File: src/rtl/wb_stream_arb2.sv
// rtl/wb_stream_arb2.sv - two-requester Wishbone arbiter with round-robin tie-break and burst hold
module wb_stream_arb2 #(
    parameter int WB_AW = 32,
    parameter int WB_DW = 32
) (
    input  logic               wb_clk_i,
    input  logic               wb_rst_i,

    input  logic [WB_AW-1:0]   wbs0_adr_i,
    input  logic [WB_DW-1:0]   wbs0_dat_i,
    input  logic [WB_DW/8-1:0] wbs0_sel_i,
    input  logic               wbs0_we_i,
    input  logic               wbs0_cyc_i,
    input  logic               wbs0_stb_i,
    input  logic [2:0]         wbs0_cti_i,
    input  logic [1:0]         wbs0_bte_i,
    output logic [WB_DW-1:0]   wbs0_dat_o,
    output logic               wbs0_ack_o,
    output logic               wbs0_err_o,
    output logic               wbs0_rty_o,

    input  logic [WB_AW-1:0]   wbs1_adr_i,
    input  logic [WB_DW-1:0]   wbs1_dat_i,
    input  logic [WB_DW/8-1:0] wbs1_sel_i,
    input  logic               wbs1_we_i,
    input  logic               wbs1_cyc_i,
    input  logic               wbs1_stb_i,
    input  logic [2:0]         wbs1_cti_i,
    input  logic [1:0]         wbs1_bte_i,
    output logic [WB_DW-1:0]   wbs1_dat_o,
    output logic               wbs1_ack_o,
    output logic               wbs1_err_o,
    output logic               wbs1_rty_o,

    output logic [WB_AW-1:0]   wbm_adr_o,
    output logic [WB_DW-1:0]   wbm_dat_o,
    output logic [WB_DW/8-1:0] wbm_sel_o,
    output logic               wbm_we_o,
    output logic               wbm_cyc_o,
    output logic               wbm_stb_o,
    output logic [2:0]         wbm_cti_o,
    output logic [1:0]         wbm_bte_o,
    input  logic [WB_DW-1:0]   wbm_dat_i,
    input  logic               wbm_ack_i,
    input  logic               wbm_err_i,
    input  logic               wbm_rty_i,

    output logic [1:0]         grant_o
);

    typedef enum logic [1:0] {
        S_IDLE = 2'b00,
        S_GNT0 = 2'b01,
        S_GNT1 = 2'b10
    } state_t;

    state_t state_q, state_d;
    logic   last_owner_q, last_owner_d;
    logic   end0, end1;

    // A burst ends on a terminating ack, any abort, or the owner abandoning the cycle.
    assign end0 = !wbs0_cyc_i || wbm_err_i || wbm_rty_i ||
                  (wbm_ack_i && (wbs0_cti_i == 3'b000 || wbs0_cti_i == 3'b111));
    assign end1 = !wbs1_cyc_i || wbm_err_i || wbm_rty_i ||
                  (wbm_ack_i && (wbs1_cti_i == 3'b000 || wbs1_cti_i == 3'b111));

    always_ff @(posedge wb_clk_i) begin
        if (wb_rst_i) begin
            state_q      <= S_IDLE;
            last_owner_q <= 1'b1;
        end else begin
            state_q      <= state_d;
            last_owner_q <= last_owner_d;
        end
    end

    always_comb begin
        state_d      = S_IDLE;
        last_owner_d = last_owner_q;
        case (state_q)
            S_IDLE: begin
                if (wbs0_cyc_i && wbs1_cyc_i)
                    state_d = last_owner_q ? S_GNT0 : S_GNT1;
                else if (wbs0_cyc_i)
                    state_d = S_GNT0;
                else if (wbs1_cyc_i)
                    state_d = S_GNT1;
                else
                    state_d = S_IDLE;
            end
            S_GNT0: begin
                if (end0) begin
                    state_d      = S_IDLE;
                    last_owner_d = 1'b0;
                end else begin
                    state_d = S_GNT0;
                end
            end
            S_GNT1: begin
                if (end1) begin
                    state_d      = S_IDLE;
                    last_owner_d = 1'b1;
                end else begin
                    state_d = S_GNT1;
                end
            end
            default: state_d = S_IDLE;
        endcase
    end

    always_comb begin
        wbm_adr_o = '0;
        wbm_dat_o = '0;
        wbm_sel_o = '0;
        wbm_we_o  = 1'b0;
        wbm_cyc_o = 1'b0;
        wbm_stb_o = 1'b0;
        wbm_cti_o = 3'b000;
        wbm_bte_o = 2'b00;
        case (state_q)
            S_GNT0: begin
                wbm_adr_o = wbs0_adr_i;
                wbm_dat_o = wbs0_dat_i;
                wbm_sel_o = wbs0_sel_i;
                wbm_we_o  = wbs0_we_i;
                wbm_cyc_o = wbs0_cyc_i;
                wbm_stb_o = wbs0_stb_i;
                wbm_cti_o = wbs0_cti_i;
                wbm_bte_o = wbs0_bte_i;
            end
            S_GNT1: begin
                wbm_adr_o = wbs1_adr_i;
                wbm_dat_o = wbs1_dat_i;
                wbm_sel_o = wbs1_sel_i;
                wbm_we_o  = wbs1_we_i;
                wbm_cyc_o = wbs1_cyc_i;
                wbm_stb_o = wbs1_stb_i;
                wbm_cti_o = wbs1_cti_i;
                wbm_bte_o = wbs1_bte_i;
            end
            default: ;
        endcase
    end

    assign wbs0_dat_o = wbm_dat_i;
    assign wbs1_dat_o = wbm_dat_i;
    assign wbs0_ack_o = (state_q == S_GNT0) && wbm_ack_i;
    assign wbs0_err_o = (state_q == S_GNT0) && wbm_err_i;
    assign wbs0_rty_o = (state_q == S_GNT0) && wbm_rty_i;
    assign wbs1_ack_o = (state_q == S_GNT1) && wbm_ack_i;
    assign wbs1_err_o = (state_q == S_GNT1) && wbm_err_i;
    assign wbs1_rty_o = (state_q == S_GNT1) && wbm_rty_i;

    assign grant_o = {state_q == S_GNT1, state_q == S_GNT0};

endmodule

File: config.mk
export PLATFORM = sky130hd
export DESIGN_NAME = wb_stream_arb2
export DESIGN_NICKNAME = d
export VERILOG_FILES = /design/src/rtl/wb_stream_arb2.sv
export SDC_FILE = /design/constraint.sdc
export NUM_CORES = 1
export LEC_CHECK = 0
export CAP_MARGIN = 20
export CORE_AREA = 2 2 129 131
export DETAILED_ROUTE_END_ITERATION = 7
export DIE_AREA = 0 0 131 133
export GPL_TIMING_DRIVEN = 0
export PLACE_DENSITY = 0.51
export SYNTH_ARGS = -nofsm -noshare
export SYNTH_HDL_FRONTEND = slang
export SYNTH_SLANG_ARGS = --single-unit
File: constraint.sdc
create_clock -name wb_clk_i -period 2.2 [get_ports wb_clk_i]
set_clock_uncertainty 0.1 [all_clocks]
set_input_delay 0.44 -clock wb_clk_i [delete_from_list [all_inputs] [get_ports wb_clk_i]]
set_output_delay 0.44 -clock wb_clk_i [all_outputs]
set_load 0.1 [all_outputs]
After elaboration in Yosys (flattened, before gate mapping)
Index checks and enable logic that the tools add are counted. Widths: inputs -> output; s select.

Input port bits: 189. ROM bits: 0. Memory bits (writable): 0. Output and inout bits: 148. Register bits: 3. Memories: 0. Logic and storage cells: 50. Latch bits: 0.

$mul: 0. Mux-type cells: 18. Reduce and logical (&&, ||, !) cells: 24. Shifts and indexed selects: 0. Bitwise logic cells: 0. Eq/ne operators: 6. $add $sub $neg: 0. Divide/modulo/power cells: 0. Magnitude comparators: 0.

Operators by type and width (number): $pmux 32 s2 (2); $mux 2 (5); $logic_and 1x1->1 (9); $logic_or 1x1->1 (8); $pmux 1 s2 (4); $pmux 4 s2 (1); $eq 3x3->1 const B (2); $logic_not 3->1 (2); $pmux 2 s3 (1); $pmux 3 s2 (1); $ne 2x1->1 const B (2); $pmux 2 s2 (1); $mux 1 (3); $reduce_and 3->1 (1); $eq 2x1->1 const B (1); $eq 2x2->1 const B (1); $logic_not 1->1 (2); $logic_not 2->1 (1); $reduce_bool 2->1 (1).

Depth between registers and ports, before layout
Depth after elaboration: 6. Mapped depth: 7. Depth with buffers taken out: 6.

Worst setup path after synthesis
No wires, ideal clock.

Path kind: register to output. Start point: reg state_q[1]. End point: out wbm_adr_o[0]. Data arrival time: 3.210 ns. Path slack: -1.550 ns. Cell stages (with the launch flop): 7. Data required time: 1.660 ns. Buffers on the path: 2. Path through: dfxtp_1 -> inv_1 -> ha_1 -> buf_2 -> clkbuf_1 -> a22oi_1 -> nor2b_1.

Longest elaborated chain between the ends: 2. Elaborated cells on any way between the ends: 3. Classes of those cells: eq/ne: 2; mux: 1.

Ends and longest elaborated chain: start, declared (line 57) `state_t state_q, state_d;`; start signal, assigned (line 72) `state_q <= state_d;`; $eq 2x1->1; net grant_o[0] (line 48) `output logic [1:0] grant_o`; $pmux 32 s2 (line 120) `case (state_q)`; end, declared (line 35) `output logic [WB_AW-1:0] wbm_adr_o,`.

The timed path passes the listed nets, and every way through them passes these cells.

Final worst setup path
Start point: in wbm_dat_i[11]. End point: out wbs1_dat_o[11].

RTL lines: start, declared (line 43) `input logic [WB_DW-1:0] wbm_dat_i,`; end, declared (line 30) `output logic [WB_DW-1:0] wbs1_dat_o,`.

No word-level cell between the ends.

==> results.cfg <==
[cts]
clk_latency_ns = 0.22
path_clk_slew_ns = 0.03
cts_hold_buf = 0
cts_buffers = 3
clock_path_buffers = 2
cts_tree = built
clock_sinks = 3
htreeDepth = 1
root_buffer = clkbuf_16

[logic_synthesis]
synth_xor_area_frac = 0
syn_area_per_cell_um2 = 6.954
synth-simple-area-share = 0.3068
syn-instance-count = 278
synth.distinct_cells = 25
synth_top_family_by_area = compound AO/OA/AOI/OAI gates
synth_compound_area_frac = 0.3178
syn_area_um2 = 1933
synthMuxAreaShare = 0.005178
synth_warnings = 0
seq_area_frac_synth = 0.03107
yosys.area_share.adder = 0.02589
syn-num-nets = 471
synth-seq-cells = 3

[detailed_routing]
first_pass_iters = 4
top_layer = met4
antenna_left = 0
drc_errors = 0
vias_per_cell = 4.066
wl_met3_um = 1441
wl_per_cell_um = 15.79
dr_total_vias = 3289
wirelength_um = 12770
wl_met2_um = 7134
met1_length_um = 4048
drtIter0Drc = 56

[timing]
finalMaxSlewViolations = 0
whs_ns = 0.4922
fmax_mhz = 457.8
worst_slew_pin_slew_ns = 0.9766
rsz0062_at_grt = true
fin_crit_ns = 2.184
slew_headroom = 0.3469
finalCritPeriodShare = 0.9929
setup_viol = 0
final_hold_viol_count = 0

[global_route]
grt_usage = 0.1348
grt_pass1_vias = 3642
grt_pass1_wl_um = 18490
overflow = 0
grt_max_degree = 11
antenna_found_initial = 0

[die]
start_util = 0.1195
fp-row-count = 47
die_h_um = 133
dieArea_um2 = 17420
die_x_um = 131
core_um2 = 16170
ios = 337

[place]
post-dp-hpwl_um = 10350
gp_congestion = 0.7099
port-buffer-count = 304
postPlaceCellArea_um2 = 5823
place_inst = 802

[power]
p_leak_nw = 2.602
irDropWorstVdd_v = 0.0002149
powerDensity_nw_per_um2 = 393.8

[worst_setup_path]
cp_top_family = buffers and inverters
cp-start-kind = primary input
required_ns = 1.66
crit_path_end_kind = primary output
reg2reg_setup_slack_ns = 0.61
timing.critical_path.cells = buf_4 > clkdlybuf4s50_1
slowest_stage = clkdlybuf4s50_1
worst-path-buf-inv = 2
worstSetupPathType = primary input to primary output
worstPathMaxFanout = 2
critPathArrivalTime_ns = 1.64
cpPeakStageDelay_ns = 1.12

[cells_and_area]
final_area_um2 = 7300
layout.nets = 783
mostFrequentLayoutCells = 216 x clkdlybuf4s50_1, 76 x nor2b_4, 74 x a22oi_2
fillers = 1481
diodes = 0
area_growth_pct = 277.6
layout_commonest_cell = clkdlybuf4s50_1
drive_above_1_share = 0.5857
fin_cells = 809

[job]
drv_cap = 0

[status]
status = finished clean

[worst_hold_path]
hold_path_class = register to register
[path summary, 6_finish.rpt]
check | end | depth (start not counted) | startpoint
worst max-delay path | wbs1_dat_o[11] | 2 | wbm_dat_i[11]
worst max register to register | last_owner_q$_SDFFE_PP1P_ | 7 | state_q[0]$_SDFF_PP0_
worst min register to register | last_owner_q$_SDFFE_PP1P_ | 2 | last_owner_q$_SDFFE_PP1P_
worst min-delay path | last_owner_q$_SDFFE_PP1P_ | 2 | last_owner_q$_SDFFE_PP1P_
[layout make-up]
type,count,area [um^2],share of cell area
timing repair buffer,308,3747,0.5134
tap,220,275.3,0.03771
multi-input combinational,181,2253,0.3087
inverter,3,16.27,0.002228
buffer,90,860.8,0.1179
sequential,3,67.56,0.009256
clock buffer,4,78.83,0.01080
[per-stage QoR]
stage	TNS, ns	total power (W)	util	worst slack [ns]
2_1_floorplan	-10.08	0.001589	-	-0.3412
3_3_place_gp	-90.27	0.002201	0.3601	-1.364
3_5_place_dp	-92.96	0.002217	0.3601	-1.398
4_1_cts	-0.2412	0.002824	0.4395	-0.04336
5_1_grt	-0.4867	0.002975	0.4514	-0.03832
6_report	0	0.002874	0.4514	0.01555
[state kept, by name (all words and copies together), names as in the netlist]
name          count
state_q           2
last_owner_q      1
[logic make-up after synthesis]
| logic type | Yosys count |
|---|---|
| AOI/OAI and AO/OA | 82 |
| adders and majority gates | 4 |
| buffers and inverters | 94 |
| DFF | 3 |
| muxes | 1 |
| and+or+nand+nor | 94 |
[worst register-to-register path: cells and delay by family (launching register included)]
kind,cells,cell delay (ns)
mux,1,0.16
buf+inv,2,0.22
fa+ha+maj,1,0.16
simple gates,1,0.14
flops,1,0.35
compound gates,2,0.34
[timing repair]
item                       4_1_cts  5_1_grt
cloned                           1        1
setup endpoints to repair       85       83
pin swaps                        5        3
resized for setup              827       47
buffers inserted                 2        0
[synthesized netlist by cell type (all sizes together)]
| library cell | n | share of area |
|---|---|---|
| and4 | 1 | 0.0045 |
| ha | 4 | 0.026 |
| inv | 3 | 0.0058 |
| o211ai | 1 | 0.0039 |
| dfxtp | 3 | 0.031 |
| a22oi | 76 | 0.30 |
| and2 | 6 | 0.019 |
| nand4bb | 1 | 0.0058 |
| a41oi | 1 | 0.0045 |
| o21ai | 1 | 0.0026 |
| clkbuf | 21 | 0.041 |
| nand2 | 1 | 0.0019 |
| o31ai | 2 | 0.0078 |
| buf | 70 | 0.27 |
| mux2i | 1 | 0.0052 |
| nor3 | 1 | 0.0026 |
| and3 | 1 | 0.0032 |
| nor4b | 1 | 0.0078 |
| a211oi | 1 | 0.0039 |
| nor2b | 76 | 0.25 |
| nor3b | 1 | 0.0039 |
| nand4 | 1 | 0.0032 |
| nand3 | 1 | 0.0026 |
| nor2 | 3 | 0.0058 |
[where the power goes]
part	leakage [nW]	total (W)	internal, W	switching [W]
Combinational	2.54	0.00252	0.00107	0.00144
Sequential	0.0261	0.0000686	0.0000608	0.00000776
Clock	0.0382	0.000287	0.000239	0.0000482
[per-layer routing]
metal	GRT usage	up-vias
met4	0.03191	0
met1	0.1259	1525
met2	0.2772	207
met5	0	-
li1	-	1547
met3	0.03841	10
No activity file was read; power rests on OpenSTA's default activity.
